File: config.mk
export PLATFORM = sky130hd
export DESIGN_NAME = input_word_assembler
export DESIGN_NICKNAME = d
export VERILOG_FILES = /design/src/rtl/input_word_assembler.sv
export SDC_FILE = /design/constraint.sdc
export NUM_CORES = 1
export LEC_CHECK = 0
export CORE_UTILIZATION = 45
export DETAILED_ROUTE_END_ITERATION = 16
export PLACE_DENSITY = 0.72
export SLEW_MARGIN = 20
export SYNTH_ARGS = -nofsm -noshare
export SYNTH_HDL_FRONTEND = slang
export SYNTH_SLANG_ARGS = --single-unit
File: constraint.sdc
create_clock -name clk -period 2.4 [get_ports clk]
set_clock_uncertainty 0.15 [all_clocks]
set_input_delay 0.72 -clock clk [delete_from_list [all_inputs] [get_ports clk]]
set_output_delay 0.72 -clock clk [all_outputs]
set_load 0.005 [all_outputs]
File: src/rtl/input_word_assembler.sv
// Assembles NBYTES lane-indexed bytes into one word behind a valid/ready output stage.
// Enforces lane order, resynchronises on lane 0, and drops stalled partial words.
module input_word_assembler #(
  parameter int unsigned NBYTES  = 2,
  parameter int unsigned IDX_W   = 2,
  parameter int unsigned TIMEOUT = 255
) (
  input  logic                  clk,
  input  logic                  rst,
  input  logic                  in_valid,
  output logic                  in_ready,
  input  logic [IDX_W-1:0]      in_idx,
  input  logic [7:0]            in_byte,
  output logic [8*NBYTES-1:0]   out_word,
  output logic                  out_valid,
  input  logic                  out_ready,
  output logic                  seq_err,
  output logic                  timeout_err,
  output logic [7:0]            err_count
);

  localparam int unsigned CNT_W = (TIMEOUT > 0) ? $clog2(TIMEOUT + 1) : 1;

  logic [NBYTES-1:0][7:0] lanes_q, lanes_d;
  logic [IDX_W-1:0]       exp_q, exp_d;
  logic [CNT_W-1:0]       idle_q, idle_d;
  logic [8*NBYTES-1:0]    out_word_d;
  logic                   out_valid_d, seq_err_d, timeout_err_d, complete, accept;
  logic [7:0]             err_count_d;

  assign in_ready = !out_valid || out_ready;
  assign accept   = in_valid && in_ready;

  always_comb begin
    lanes_d       = lanes_q;
    exp_d         = exp_q;
    idle_d        = idle_q;
    out_word_d    = out_word;
    out_valid_d   = out_valid;
    seq_err_d     = 1'b0;
    timeout_err_d = 1'b0;
    complete      = 1'b0;
    err_count_d   = err_count;

    if (out_valid && out_ready) out_valid_d = 1'b0;

    if (accept) begin
      idle_d = '0;
      if (in_idx == exp_q) begin
        for (int i = 0; i < NBYTES; i++) begin
          if (in_idx == IDX_W'(i)) lanes_d[i] = in_byte;
        end
        if (in_idx == IDX_W'(NBYTES - 1)) begin
          complete = 1'b1;
          exp_d    = '0;
        end else begin
          exp_d = exp_q + IDX_W'(1);
        end
      end else if (in_idx == '0) begin
        // Lane 0 mid-word restarts assembly with this byte.
        lanes_d[0] = in_byte;
        exp_d      = (NBYTES == 1) ? '0 : IDX_W'(1);
        complete   = (NBYTES == 1);
        seq_err_d  = 1'b1;
      end else begin
        exp_d     = '0;
        seq_err_d = 1'b1;
      end
    end else if (TIMEOUT > 0 && exp_q != '0) begin
      if (32'(idle_q) + 32'd1 >= TIMEOUT) begin
        exp_d         = '0;
        idle_d        = '0;
        timeout_err_d = 1'b1;
      end else begin
        idle_d = idle_q + CNT_W'(1);
      end
    end else begin
      idle_d = '0;
    end

    // A completion overrides the handshake clear, so back-to-back words never bubble.
    if (complete) begin
      out_word_d  = lanes_d;
      out_valid_d = 1'b1;
    end

    if ((seq_err_d || timeout_err_d) && err_count != 8'hff) err_count_d = err_count + 8'd1;
  end

  always_ff @(posedge clk or posedge rst) begin
    if (rst) begin
      lanes_q     <= '0;
      exp_q       <= '0;
      idle_q      <= '0;
      out_word    <= '0;
      out_valid   <= 1'b0;
      seq_err     <= 1'b0;
      timeout_err <= 1'b0;
      err_count   <= '0;
    end else begin
      lanes_q     <= lanes_d;
      exp_q       <= exp_d;
      idle_q      <= idle_d;
      out_word    <= out_word_d;
      out_valid   <= out_valid_d;
      seq_err     <= seq_err_d;
      timeout_err <= timeout_err_d;
      err_count   <= err_count_d;
    end
  end

endmodule

# --- After elaboration in Yosys (flattened, before gate mapping) ---
# Cells that the tools add are included.
word_totals:
  ff_bits: 53
  in_bits: 14
  out_inout_bits: 28
op_classes:
  n_addsub: 4
  n_lt_le_gt_ge: 1
  eq_ne: 3
  mux: 23
  n_reduce_logical: 12
ops:
  columns: ["op", "count"]
  rows:
  - ["$mux 8", 6]
  - ["$add 8x1->8 const B", 2]
  - ["$mux 16", 1]
  - ["$mux 1", 11]
  - ["$mux 2", 5]
  - ["$add 8x1->9 const B", 1]
  - ["$ge 9x8->1 const B", 1]
  - ["$ne 8x8->1 const B", 1]
  - ["$reduce_bool 2->1", 4]
  - ["$logic_and 1x1->1", 3]
  - ["$add 2x1->2 const B", 1]
  - ["$eq 2x1->1 const B", 1]
  - ["$eq 2x2->1", 1]
  - ["$logic_not 2->1", 1]
  - ["$logic_or 1x1->1", 2]
  - ["$reduce_and 2->1", 1]
  - ["$logic_not 1->1", 1]

# --- Logic depth before layout (Yosys ltp) ---
# Gate-level depths: netlist of the first run.
depth:
  word_depth: 7
  depth_mapped: 8

# --- Worst setup path before layout of the first run ---
# OpenSTA, ideal clock, no wires.
synth_timing:
  kind: "input port to flip-flop"
  start: "in out_ready"
  end: "reg out_word[0]"
  setup_time_ps: 125
  t_arrival_ps: 2188
  slack_ps: -63
  path_stages: 6
  path_buffers: 1
  cell_sequence: "nor2b_1 inv_1 nand2_1 nor4_2 buf_2 mux2_2"
synth_between:
  elab_chain_len: 3
synth_lines:
  columns: ["item", "line", "source"]
  rows:
  - ["from (decl)", "16", "input logic out_ready,"]
  - ["$logic_or 1x1->1 (*)", "31", "assign in_ready = !out_valid || out_ready;"]
  - ["via in_ready", "11", "output logic in_ready,"]
  - ["$logic_and 1x1->1 (*)", "32", "assign accept = in_valid && in_ready;"]
  - ["$mux 16 / $mux 1 (equally long branches)", "47", "if (accept) begin"]
  - ["to (signal assigned)", "104", "out_word <= out_word_d;"]
  - ["to (decl)", "14", "output logic [8*NBYTES-1:0] out_word,"]
# Mark *: on every way through the listed nets, which the timed path passes. The rest lies on a longest branch.
# A chain may end at the register's enable or synchronous reset.

# --- Worst setup path in the final report of the first run ---
layout_timing:
  start: "reg idle_q[1]"
  end: "reg exp_q[1]"
layout_between:
  elab_chain_len: 4
layout_lines:
  columns: ["item", "line", "source"]
  rows:
  - ["from (decl)", "26", "logic [CNT_W-1:0] idle_q, idle_d;"]
  - ["from (signal assigned)", "103", "idle_q <= idle_d;"]
  - ["$add 8x1->9", "70", "if (32'(idle_q) + 32'd1 >= TIMEOUT) begin"]
  - ["$ge 9x8->1", "70", null]
  - ["$reduce_bool 2->1 (no source line)", null, null]
  - ["$reduce_and 2->1 (no source line)", null, null]
  - ["to (signal assigned)", "102", "exp_q <= exp_d;"]
  - ["to (decl)", "25", "logic [IDX_W-1:0] exp_q, exp_d;"]
# No other way between the ends.

==> run metrics, run 1 <==
post-synthesis sequential area ratio=56.4%; final instance area=2940 sq um; remaining antenna violation count=0; min-delay src=idle_q[0]; Pleak=1.28 nW; worst path required time=2.44 ns; core area=4120 sq um; hold buffers post-CTS=0; adder-cell area share of the yosys netlist=2.51%; final worst slack=-0.00233 ns; FF-to-FF path depth=8; first-pass GRT wire length=6.68 mm; XOR/XNOR Fraction of Synth Area=5.71%; # rows=23; routed length per instance=14.9 um; Clock Sinks=45; count leader, synth=dfrtp_1; slowest CP cell=dfrtp_2; failing checks=negative setup slack; Logic pwr share=33.5%; DR pass1 iterations=4; Power Total=2.46 mW; Post-synth EDFFs=0; RSZ-0062 raised after global routing=true; Internal=1.75 mW; R2R Setup Slk=-0.002 ns; Post-Syn Instances=173; Least-Margin Pin Slew=0.427 ns; Mean Syn Cell Area=11.5 sq um; antenna violations before repair=0; Crit Reg-Reg Endpoint=exp_q[1]; Setup crit start=idle_q[1]; Worst Hold Path EP=idle_q[0]; Routability Congestion=0.826; H-tree Lvls=2; clk root buf=clkbuf_8; Via Count=1524; Worst Path Arrival=2.45 ns; relative slew slack=71.3%; asr flop ratio synth=100%; Cell Area, Placed=2650 sq um; startpoint types=flip-flop; Synth area leader=dfrtp_1; largest family of logic cells by synthesized area=simple AND/OR/NAND/NOR gates; Clock Power Share=21.0%; grt ovf=0; Flop pwr share=45.5%; worst skew pair latency=0.30 ns; Die Y=68.6 um; mux contribution to synthesized area=9.59%; CTS tree=yes; Starting Density=48.5%; Via density=5.08; Util after Layout=71.4%; Post-Syn Area=2000 sq um; R2R Path Start=idle_q[1]; largest net degree at the start of global routing=27; vias in the first global route=1501; WS Path Type=reg -> reg; I/O Buffers=41; Inserted Diodes=0; Yosys top cell area share=56.4%; DP HPWL=3.05 mm; layout cell share with drive strength beyond 1=32.0%; die footprint=4710 sq um; yosys warns=0; status=finished with violations; worst hold slack=0.322 ns; switching share of total power=28.9%; Tmin final=2.40 ns; Hold Path Class=reg -> reg; Final Hold Vio Count=0; Crit. End Element=flip-flop; crit-path cells=buf_4, ha_4, xnor2_1, or3_4, a211oi_4, a21bo_4, o21a_1, a32o_1; Peak VDD IR=0.000604 V; Max Buffers Root-to-Sink=2; Initial DRC Count=76; clock-pin slew on the worst setup and hold paths=0.08 ns; Die X-Extent=68.6 um; CP Max Fanout=3; drc violations=0; power per cell area=838 nW/um^2; Post-Route WL=4.47 mm; nets=267; Synth area leaders=dfrtp_1 (56%), mux2_2 (9.0%), nand2_1 (6.0%); Yosys reg bits=45; dpl ws=-0.577 ns; hold-critical path depth=1; post-synth cell types=35; TritonCTS buffer count=5; Simple-Gate Fraction of Synth Area=17.1%; Area Overhead vs Synth=47.2%; period utilization=100%; Synthesized Nets=191; list of most frequent post-synthesis cells=dfrtp_1 (45), nand2_1 (32), mux2_2 (16); Max Slew Vio Count=0; final setup violation count=1; Top FF cell, synth=dfrtp_1; fmax=0.416 GHz; Synth Area in Compound Gates=6.90%; CP peak stage delay=0.43 ns; max_cap viols=0; IO Pins=42; Sw Pwr=0.711 mW; Total Routing Usage GR=19.6%
==> through the flow <==
step           TNS [ns]  std cells
3_5_place_dp      -9.26        284
3_3_place_gp      -7.26        284
2_1_floorplan  -0.00234        173
4_1_cts         -0.0305        297
5_1_grt          -0.284        300
6_report       -0.00233        300
==> layout make-up <==
class / instances / area, sq um
Clock inverter: 1 / 5.00
Timing Repair Buffer: 71 / 652
Clock buffer: 7 / 96.3
Multi-Input combinational cell: 119 / 968
Sequential cell: 45 / 1130
Inverter: 7 / 26.3
Tap cell: 50 / 62.6
Fill cell: 303 / 1180
==> registers in the layout, summed over array words and instances, names as in the netlist <==
name / flops
seq_err: 1
idle_q: 8
err_count: 8
exp_q: 2
out_word: 16
out_valid: 1
lanes_q: 8
timeout_err: 1
==> layout by cell type (no fill, tap or decap), types with 3 or more instances in the layout <==
cell type and n:
a21oi_1 3, xnor2_1 3, or3_4 3, xor2_1 8
dfrtp_1 44, clkdlybuf4s50_1 37, clkbuf_8 7, inv_1 4
nor2_1 14, nand2_1 31, o21ai_0 3, buf_4 28
mux2_2 15, nor3_2 3, nand3_1 6
==> power groups by stage <==
stage	Sequential [mW]	Combinational (mW)	Clock [mW]
after global routing	1.15	0.902	0.560
final	1.12	0.825	0.517
after global placement	1.12	0.749	0
after floorplan	1.12	0.289	0
after CTS	1.12	0.819	0.528
after detailed placement	1.13	0.784	0
==> logic make-up (layout without fill, tap and decap cells) <==
| group | after synthesis | after routing |
|---|---|---|
| XOR/XNOR | 13 | 13 |
| buffers and inverters | 9 | 86 |
| flip-flops | 45 | 45 |
| adder cells (fa/ha/maj) | 4 | 4 |
| AO/OA/AOI/OAI | 16 | 16 |
| multiplexers | 17 | 17 |
| AND/OR/NAND/NOR | 69 | 69 |
==> routing by layer <==
layer  track usage [%]  vias to the layer above  wire length, um
met4              8.59                        0               59
met5                 0                        -                0
met1              23.6                      743             1980
met2              33.1                       37             2280
li1                  -                      738                -
met3              4.77                        6              142
==> timing repair <==
action	4_1_cts	5_1_grt
gates resized for setup	12	17
setup endpoints to repair	19	27
setup buffers	5	3
pin swaps	7	9
hold endpoints to repair	0	0
==> worst max path at each step <==
| stage | cells after the start | to | slack [ns] |
|---|---|---|---|
| after floorplan | 5 | err_count[1] | -0.002 |
| after global placement | 7 | err_count[1] | -0.49 |
| after detailed placement | 7 | err_count[1] | -0.58 |
| after CTS | 8 | exp_q[1] | -0.02 |
| after global routing | 8 | exp_q[1] | -0.08 |
| final | 8 | exp_q[1] | -0.002 |
==> critical path: cells and delay by family, from the launching register on <==
family | cells | cell delay (ns)
AOI/OAI and AO/OA | 4 | 0.91
DFF | 1 | 0.43
and+or+nand+nor | 1 | 0.34
buffers and inverters | 1 | 0.16
xor gates and xnor gates | 1 | 0.13
adders and majority gates | 1 | 0.17
Note: power is estimated with default switching activity, not from simulation.
==> run 2, diff against run 1 <==
--- a/config.mk
+++ b/config.mk
@@ -5,9 +5,10 @@
 export SDC_FILE = /design/constraint.sdc
 export NUM_CORES = 1
 export LEC_CHECK = 0
-export CORE_UTILIZATION = 45
+export CORE_UTILIZATION = 52
+export CTS_BUF_LIST = sky130_fd_sc_hd__clkbuf_2 sky130_fd_sc_hd__clkbuf_4 sky130_fd_sc_hd__clkbuf_8
 export DETAILED_ROUTE_END_ITERATION = 16
-export PLACE_DENSITY = 0.72
+export PLACE_DENSITY = 0.78
 export SLEW_MARGIN = 20
 export SYNTH_ARGS = -nofsm -noshare
 export SYNTH_HDL_FRONTEND = slang
==> constraint.sdc (replaced) <==
create_clock -name clk -period 2.5 [get_ports clk]
set_clock_uncertainty 0.15 [all_clocks]
set_input_delay 0.75 -clock clk [delete_from_list [all_inputs] [get_ports clk]]
set_output_delay 0.75 -clock clk [all_outputs]
set_load 0.005 [all_outputs]
==> run 2 against run 1 <==
  * The run now ends clean
  * Hold slack gained 0.0095 ns
  * Maximum frequency shrank 1.4%
  * Non-clock buffer count fell by 6
  * Sequential share of layout area grew 2.3 points
  * Critical endpoint unchanged
  * Highest routed layer unchanged
  * Global-route usage grew 3.0 points
  * Setup slack better by 0.066 ns
  * Largest cell class unchanged
  * Clock power shrank 13%
  * First-iteration DRC count is 22% lower
  * Via count decreased by 1.2%
  * Critical path depth unchanged
  * Routed wire length fell by 5.1%
==> run metrics, run 2 (same netlist as run 1, synthesis figures left out) <==
final instance area=2770 sq um; hold buffers post-CTS=0; Worst Hold Path EP=out_word[8]; Total Routing Usage GR=22.6%; Peak VDD IR=0.000609 V; I/O Buffers=41; Post-Route WL=4.24 mm; DP HPWL=3.05 mm; vias in the first global route=1528; Final Hold Vio Count=0; Worst Path Arrival=2.48 ns; CP top delay family=compound AO/OA/AOI/OAI gates; Starting Density=54.5%; Crit. End Element=flip-flop; routed length per instance=14.5 um; antenna violations before repair=0; drc violations=0; power per cell area=830 nW/um^2; CTS tree=yes; Via Count=1505; CP peak stage delay=0.37 ns; worst skew pair latency=0.30 ns; period utilization=97.5%; fmax=0.410 GHz; Crit Reg-Reg Endpoint=exp_q[1]; R2R Path Start=idle_q[0]; Area Overhead vs Synth=38.7%; IO Pins=42; Util after Layout=75.6%; Cell Area, Placed=2630 sq um; Max Buffers Root-to-Sink=2; crit-path cells=inv_1, ha_1, o21ba_2, or3_1, a211oi_2, a21bo_2, o21a_1, a32o_1; final worst slack=0.0632 ns; Routability Congestion=0.822; hold-critical path depth=2; clock-pin slew on the worst setup and hold paths=0.09 ns; Die X-Extent=64.0 um; max_cap viols=0; Die Y=64.0 um; Inserted Diodes=0; CP Max Fanout=3; startpoint types=flip-flop; min-delay src=out_word[8]; die footprint=4090 sq um; R2R Setup Slk=0.06 ns; DR pass1 iterations=4; Initial DRC Count=59; Via density=5.15; most frequent cells in the layout=dfrtp_1 (45), clkdlybuf4s50_1 (38), nand2_1 (32); Tmin final=2.44 ns; Clock Sinks=45; max FFs per register=16; Power Total=2.30 mW; final setup violation count=0; core area=3660 sq um; remaining antenna violation count=0; Least-Margin Pin Slew=0.326 ns; register name with the most flops=out_word; Hold Path Class=reg -> reg; nets=261; dpl ws=-0.463 ns; layout cell share with drive strength beyond 1=26.2%; H-tree Lvls=2; Filler cells=246; slowest CP cell=or3_1; worst path required time=2.55 ns; Pleak=1.21 nW; commonest non-fill, non-tap cell in the layout=dfrtp_1; clk root buf=clkbuf_8; largest net degree at the start of global routing=25; Max Slew Vio Count=0; relative slew slack=78.1%; grt ovf=0; buffers and inverters on the worst path=1; # rows=22; WS Path Type=reg -> reg; FF-to-FF path depth=8; multi-input logic area=877 sq um; RSZ-0062 raised after global routing=false; status=finished, final reports clean; storage element area=1130 sq um; TritonCTS buffer count=5; first-pass GRT wire length=6.91 mm
==> run 2: worst min-delay path: stages (launching register included) <==
cell,delay [ns]
dfrtp_1,0.35
nand2_1,0.05
nand2_1,0.05
==> run 2: where the power goes <==
group,internal [mW],switching (mW),leakage [nW],total (mW)
Clock,0.198,0.253,0.0481,0.451
Sequential,0.925,0.148,0.564,1.07
Combinational,0.490,0.283,0.598,0.772
Total,1.61,0.684,1.21,2.30
==> run 2: cell type report <==
cell class,count,share of cell area (%)
well taps,48,2.17
inverters,7,0.949
clock inverters,3,0.814
clock buffers,5,2.49
multi-input cells,119,31.7
repair buffers,65,21.2
flip-flops and latches,45,40.7
==> run 2: metrics by stage <==
stage               cells  setup TNS [ns]  hold slack [ns]
floorplan             173               0            0.317
global placement      283           -6.92            0.306
detailed placement    283           -8.63            0.315
CTS                   292               0            0.340
global route          292               0            0.363
finish                292               0            0.331
==> run 2: how the worst max path moves through the flow <==
stage                     slack [ns]  depth (start not counted)            to       from
after floorplan                0.007                          6   out_word[0]  out_ready
after global placement         -0.41                          7  err_count[1]  in_idx[1]
after detailed placement       -0.46                          7  err_count[1]  in_idx[1]
after CTS                       0.02                          7  err_count[1]  in_idx[0]
after global routing           0.005                          8  err_count[5]  in_idx[0]
final                           0.06                          8      exp_q[1]  idle_q[0]
==> run 2: metal layers <==
layer	global-route usage, %	vias up	wire length (um)
met5	0	-	0
met4	7.67	0	67
met3	7.14	7	212
met2	37.2	39	2170
met1	28.0	734	1790
li1	-	725	-
==> run 2: what timing repair did <==
action                     CTS  global route
resized for setup            7             3
setup endpoints to repair   19             7
buffers inserted             1             0
pin swaps                    2             3
